`src/rtl/counter_two_digit_pkg.sv`:
```
// Shared types and limits for the two-digit BCD counter.
package counter_two_digit_pkg;

  typedef logic [3:0] bcd_digit_t;

  localparam bcd_digit_t BCD_MAX = 4'd9;

endpackage

```
`src/rtl/counter_two_digit_bcd_digit.sv`:
```
// One BCD digit: mod-(max+1) counter with enable and terminal-count flag.
module bcd_digit
  import counter_two_digit_pkg::*;
(
  input  logic       clock,
  input  logic       reset,
  input  logic       en,
  input  bcd_digit_t max,
  output bcd_digit_t q,
  output logic       tc
);

  // An out-of-range value is cleared on the next edge even when not enabled.
  always_ff @(posedge clock or negedge reset) begin
    if (!reset) begin
      q <= '0;
    end else if (q > max) begin
      q <= '0;
    end else if (en) begin
      q <= (q == max) ? 4'd0 : q + 4'd1;
    end
  end

  assign tc = en && (q == max);

endmodule

```
`src/rtl/counter_two_digit.sv`:
```
// Free-running two-digit BCD counter, wraps at {DIG1_MAX,DIG0_MAX}.
// Optional cascade output `carry` enabled by COUNTER_TWO_DIGIT_CARRY_EN.
module counter_two_digit
  import counter_two_digit_pkg::*;
#(
  parameter int DIG0_MAX = 9,
  parameter int DIG1_MAX = 9
) (
  input  logic       clock,
  input  logic       reset,
  output bcd_digit_t dig1,
  output bcd_digit_t dig0
`ifdef COUNTER_TWO_DIGIT_CARRY_EN
  ,
  output logic       carry
`endif
);

  // Out-of-range parameters are clamped so the digits stay valid BCD.
  localparam bcd_digit_t D0_MAX = (DIG0_MAX > 9) ? BCD_MAX : bcd_digit_t'(DIG0_MAX);
  localparam bcd_digit_t D1_MAX = (DIG1_MAX > 9) ? BCD_MAX : bcd_digit_t'(DIG1_MAX);

  logic ones_tc;
  logic tens_tc;

  bcd_digit u_ones (
    .clock (clock),
    .reset (reset),
    .en    (1'b1),
    .max   (D0_MAX),
    .q     (dig0),
    .tc    (ones_tc)
  );

  bcd_digit u_tens (
    .clock (clock),
    .reset (reset),
    .en    (ones_tc),
    .max   (D1_MAX),
    .q     (dig1),
    .tc    (tens_tc)
  );

`ifdef COUNTER_TWO_DIGIT_CARRY_EN
  assign carry = tens_tc && reset;
`else
  logic unused_tc;
  assign unused_tc = tens_tc;
`endif

endmodule

```
`config.mk`:
```
export PLATFORM = sky130hd
export DESIGN_NAME = counter_two_digit
export DESIGN_NICKNAME = d
export VERILOG_FILES = /design/src/rtl/counter_two_digit_pkg.sv /design/src/rtl/counter_two_digit_bcd_digit.sv /design/src/rtl/counter_two_digit.sv
export SDC_FILE = /design/constraint.sdc
export NUM_CORES = 1
export LEC_CHECK = 0
export CORE_MARGIN = 4
export CORE_UTILIZATION = 57
export CTS_BUF_LIST = sky130_fd_sc_hd__clkbuf_16
export DETAILED_ROUTE_END_ITERATION = 12
export PLACE_DENSITY = 0.79
export SLEW_MARGIN = 20
export SYNTH_ARGS = -nofsm -noshare
export SYNTH_HDL_FRONTEND = slang
export SYNTH_HIERARCHICAL = 1
export SYNTH_SLANG_ARGS = --single-unit
```
`constraint.sdc`:
```
create_clock -name clock -period 6.4 [get_ports clock]
set_clock_uncertainty 0.2 [all_clocks]
set_input_delay 1.28 -clock clock [delete_from_list [all_inputs] [get_ports clock]]
set_output_delay 1.28 -clock clock [all_outputs]
set_load 0.03 [all_outputs]
```
==> flow_summary.json, run 1 <==
{
  "hold_violations": 0,
  "cts_resized": 0,
  "p_sw_share_pct": 40.24,
  "p_leak_nw": 0.4422,
  "finalMaxSlewViolations": 0,
  "fin_ws_ns": 3.524,
  "seqPwrFrac_pct": 23.8,
  "clk_path_buf_depth": 2,
  "grt_max_degree": 9,
  "io_pins": 10,
  "hold_buffers": 0,
  "finalCritPeriodShare_pct": 44.93,
  "comb_power_share_pct": 48.7,
  "path_delay_family": "buffers and inverters",
  "cts_made_buffers": 3,
  "drv_cap": 0,
  "post-route-util_pct": 83.01,
  "clock.fmax_mhz": 347.7,
  "design_area_um2": 972.2,
  "hold_depth": 1,
  "min_period_ns": 2.876,
  "crit_cells": 1,
  "endpoint_kind": "output port",
  "portBuffers": 9,
  "cts_tree": "yes",
  "synth_area_um2": 744.5,
  "p_clk_share_pct": 27.5,
  "hpwlAfterDp_um": 1219,
  "clockRootBuffer": "clkbuf_16",
  "cts_sinks": 8,
  "start_util_pct": 63.57,
  "grt_pass1_vias": 610,
  "die-area_um2": 1948,
  "die_h_um": 44.14,
  "wl_um": 1761,
  "htreeDepth": 1,
  "drt_iter0_drc": 34,
  "drive_gt1_share_pct": 20.39,
  "placed_area_um2": 897.1,
  "firstDrtPassIters": 4,
  "globalRoute.totalOverflow": 0,
  "rows": 12,
  "internal-power_mw": 0.2304,
  "syn_inst": 79,
  "clk_latency_ns": 0.23,
  "finalNetCount": 117,
  "vias": 663,
  "switching_power_mw": 0.1552,
  "die_w_um": 44.14,
  "crit_required_ns": 4.92,
  "core_region_area_um2": 1171,
  "avgRoutedWirePerCell_um": 15.05,
  "synthToLayoutAreaGrowth_pct": 30.59,
  "cts_setup_buffers": 0,
  "path_cells": "clkdlybuf4s50_1",
  "gp_congestion": 0.8490,
  "worst_ep_arrival_time_ns": 1.40,
  "rr_worst_depth": 7,
  "timing.critical_path.from_type": "flop",
  "grt.total_usage_pct": 20.62,
  "synth_warnings": 6,
  "total_power_mw": 0.3856,
  "p_per_area_nw_per_um2": 396.6,
  "critPathKind": "reg -> out",
  "detail_route.vias_per_cell": 5.667,
  "finalSetupViolCount": 0,
  "pre_cts_slack_ns": 3.785,
  "drc": 0,
  "holdCritPathClass": "reg -> reg",
  "rsz0062_at_grt": "no",
  "ir_drop_uv": 339.8,
  "max_stage_delay_ns": 0.71,
  "critPathMaxFanout": 6,
  "finalSetupTns_ns": 0,
  "diodes": 0,
  "status": "finished, final reports clean",
  "antenna_found_initial": 0,
  "slowest_stage": "clkdlybuf4s50_1",
  "ant_nets": 0,
  "clkTransAtPathRegs_ns": 0.04,
  "grt_pass1_wl_um": 2849,
  "crit_buf_inv": 1,
  "avgSynthCellArea_um2": 9.424
}
## final timing paths
path | from | to | slack, ns
max | u_ones/q[0]$_DFFE_PN0P_ | dig0[0] | 3.52
min | u_ones/q[3]$_DFFE_PN0P_ | u_ones/q[3]$_DFFE_PN0P_ | 0.35
max reg2reg | u_ones/q[0]$_DFFE_PN0P_ | u_tens/q[1]$_DFFE_PN0P_ | 4.08
min reg2reg | u_ones/q[3]$_DFFE_PN0P_ | u_ones/q[3]$_DFFE_PN0P_ | 0.35
max in group asynchronous | reset | u_tens/q[2]$_DFFE_PN0P_ | 4.60
min in group asynchronous | reset | u_tens/q[3]$_DFFE_PN0P_ | 1.13
## cell usage in the layout (no fill, tap or decap), types with 3 or more instances in the layout
master,instances
conb_1,14
o32ai_1,4
a21oi_1,4
o2bb2ai_2,6
clkbuf_16,3
dfrtp_1,8
ha_1,10
clkdlybuf4s50_1,9
or2_2,4
nor2_1,3
nand2b_1,4
inv_1,14
## final cells by class
class,count,area (µm²)
Timing Repair Buffer,9,90.09
Fill cell,75,198.9
Sequential cell,8,200.2
Multi-Input combinational cell,69,536.8
Clock buffer,3,75.07
Tap cell,14,17.52
Inverter,14,52.55
## power by group through the flow
stage | clock network, mW | registers, mW | logic [mW]
5_1_grt | 0.109 | 0.0959 | 0.204
4_1_cts | 0.107 | 0.0920 | 0.187
6_report | 0.106 | 0.0918 | 0.188
2_1_floorplan | 0 | 0.116 | 0.106
3_3_place_gp | 0 | 0.0893 | 0.180
3_5_place_dp | 0 | 0.0901 | 0.185
## state kept, by name, indices dropped and copies added, names as in the netlist
| name | cells |
|---|---|
| u_tens/q | 4 |
| u_ones/q | 4 |
## routing by layer
metal,vias to the layer above,wire length [µm],GRT usage (%)
met1,311,751,26.62
met5,-,0,0
li1,325,-,-
met3,6,85,6.098
met2,21,891,31.69
met4,0,33,9.036
## per-stage QoR
| step | hold slack (ns) | std cells |
|---|---|---|
| detailed placement | 0.3457 | 114 |
| floorplan | 0.5035 | 91 |
| finish | 0.3491 | 117 |
| CTS | 0.3535 | 117 |
| global placement | 0.3241 | 114 |
| global route | 0.4038 | 117 |
(Power assumes the default switching activity.)
==> run 2, diff against run 1 <==
--- a/config.mk
+++ b/config.mk
@@ -6,10 +6,10 @@
 export NUM_CORES = 1
 export LEC_CHECK = 0
 export CORE_MARGIN = 4
-export CORE_UTILIZATION = 57
+export CORE_UTILIZATION = 53
 export CTS_BUF_LIST = sky130_fd_sc_hd__clkbuf_16
 export DETAILED_ROUTE_END_ITERATION = 12
-export PLACE_DENSITY = 0.79
+export PLACE_DENSITY = 0.74
 export SLEW_MARGIN = 20
 export SYNTH_ARGS = -nofsm -noshare
 export SYNTH_HDL_FRONTEND = slang
==> constraint.sdc (replaced) <==
create_clock -name clock -period 2.89 [get_ports clock]
set_clock_uncertainty 0.2 [all_clocks]
set_input_delay 0.578 -clock clock [delete_from_list [all_inputs] [get_ports clock]]
set_output_delay 0.578 -clock clock [all_outputs]
set_load 0.03 [all_outputs]
==> flow_summary.json, run 2 (synthesis gave the netlist of run 1 again) <==
{
  "finalSetupTns_ns": 0,
  "globalRoute.totalOverflow": 0,
  "wl_um": 1546,
  "finalNetCount": 117,
  "grt_max_degree": 9,
  "worst_ep_arrival_time_ns": 2.20,
  "firstDrtPassIters": 4,
  "cts_tree": "yes",
  "die_h_um": 45.48,
  "endpoint_kind": "flop",
  "p_per_area_nw_per_um2": 874.0,
  "grt.total_usage_pct": 17.80,
  "max_stage_delay_ns": 0.42,
  "fill_cells": 106,
  "holdCritPathClass": "reg -> reg",
  "drc": 0,
  "cts_sinks": 8,
  "p_leak_nw": 0.4422,
  "drv_cap": 0,
  "timing.critical_path.from_type": "flop",
  "status": "finished, final reports clean",
  "top_regs": "u_ones/q x4, u_tens/q x4",
  "finalSetupViolCount": 0,
  "clkTransAtPathRegs_ns": 0.04,
  "drt_iter0_drc": 16,
  "cts_setup_buffers": 0,
  "finalCritPeriodShare_pct": 77.59,
  "clock.fmax_mhz": 446.0,
  "htreeDepth": 1,
  "grt_pass1_vias": 566,
  "grt_pass1_wl_um": 2573,
  "critPathKind": "reg -> reg",
  "hold_violations": 0,
  "hpwlAfterDp_um": 1240,
  "avgRoutedWirePerCell_um": 13.10,
  "die-area_um2": 2068,
  "ir_drop_uv": 532.5,
  "portBuffers": 9,
  "vias": 631,
  "detail_route.vias_per_cell": 5.347,
  "slowest_stage": "dfrtp_1",
  "cts_resized": 0,
  "cts_made_buffers": 3,
  "antenna_found_initial": 0,
  "ant_nets": 0,
  "rows": 13,
  "start_util_pct": 56.51,
  "clk_latency_ns": 0.23,
  "crit_required_ns": 2.85,
  "final_cell_mix": "14 x inv_1, 14 x conb_1, 10 x ha_1",
  "hold_slack_ns": 0.3415,
  "clk_path_buf_depth": 2,
  "io_pins": 10,
  "clockRootBuffer": "clkbuf_16",
  "hold_buffers": 0,
  "gp_congestion": 0.8443,
  "synthToLayoutAreaGrowth_pct": 30.76,
  "die_w_um": 45.48,
  "diodes": 0,
  "drive_gt1_share_pct": 20.39,
  "rsz0062_at_grt": "no",
  "path_cells": "ha_1, nand4_2, nor2_1, nand2_1, or3_4, o2bb2ai_2",
  "core_region_area_um2": 1318,
  "min_period_ns": 2.242,
  "critPathMaxFanout": 8,
  "finalMaxSlewViolations": 0,
  "post-route-util_pct": 73.88
}
==> run 2: cell counts in the layout (fill, tap and decap cells not counted) <==
No cell type changed its count.
==> run 2: final timing paths <==
path / from / end / slack (ns) / cells after the start
setup / recovery: u_ones/q[2]$_DFFE_PN0P_ / u_tens/q[1]$_DFFE_PN0P_ / 0.65 / 6
hold / removal: u_ones/q[3]$_DFFE_PN0P_ / u_ones/q[3]$_DFFE_PN0P_ / 0.34 / 1
setup reg to reg: u_ones/q[2]$_DFFE_PN0P_ / u_tens/q[1]$_DFFE_PN0P_ / 0.65 / 6
hold reg to reg: u_ones/q[3]$_DFFE_PN0P_ / u_ones/q[3]$_DFFE_PN0P_ / 0.34 / 1
max in group asynchronous: reset / u_ones/q[3]$_DFFE_PN0P_ / 1.76 / 1
min in group asynchronous: reset / u_tens/q[2]$_DFFE_PN0P_ / 0.45 / 1
==> run 2: stage by stage <==
stage / power (mW) / area [µm²] / setup slack [ns] / cells
global placement: 0.6024 / 898.4 / 0.7169 / 115
detailed placement: 0.6147 / 898.4 / 0.6698 / 115
finish: 0.8508 / 973.4 / 0.6477 / 118
CTS: 0.8516 / 973.4 / 0.6502 / 118
floorplan: 0.4906 / 789.5 / 0.7065 / 91
global route: 0.9107 / 973.4 / 0.5133 / 118
==> run 2: layout make-up <==
| class | instances | area [µm²] | share of cell area, % |
|---|---|---|---|
| multi-input combinational | 69 | 536.8 | 55.14 |
| inverter | 14 | 52.55 | 5.398 |
| clock buffer | 3 | 75.07 | 7.712 |
| tap | 15 | 18.77 | 1.928 |
| timing repair buffer | 9 | 90.09 | 9.254 |
| sequential | 8 | 200.2 | 20.57 |
==> run 2: where the power goes <==
| group | internal [mW] | total [mW] | switching (mW) |
|---|---|---|---|
| clock network | 0.178 | 0.233 | 0.0549 |
| logic | 0.186 | 0.419 | 0.233 |
| registers | 0.147 | 0.198 | 0.0518 |
| total | 0.511 | 0.851 | 0.339 |
==> run 2: worst max-delay path: cells and delay by family, from the launching register on <==
kind                       cells  cell delay [ns]
AOI/OAI and AO/OA              1             0.14
adders and majority gates      1             0.36
DFF                            1             0.42
and+or+nand+nor                4             1.03
==> run 2: routing by layer <==
metal  global-route usage [%]  part of all wire (%)  wire length (µm)  vias to the layer above
met5                        0                     0                 0                        -
met4                    3.509                     0                 0                        0
met3                    7.115                   5.6                86                        0
met2                    24.79                    44               679                       11
met1                    25.73                    50               780                      296
li1                         -                     -                 -                      324
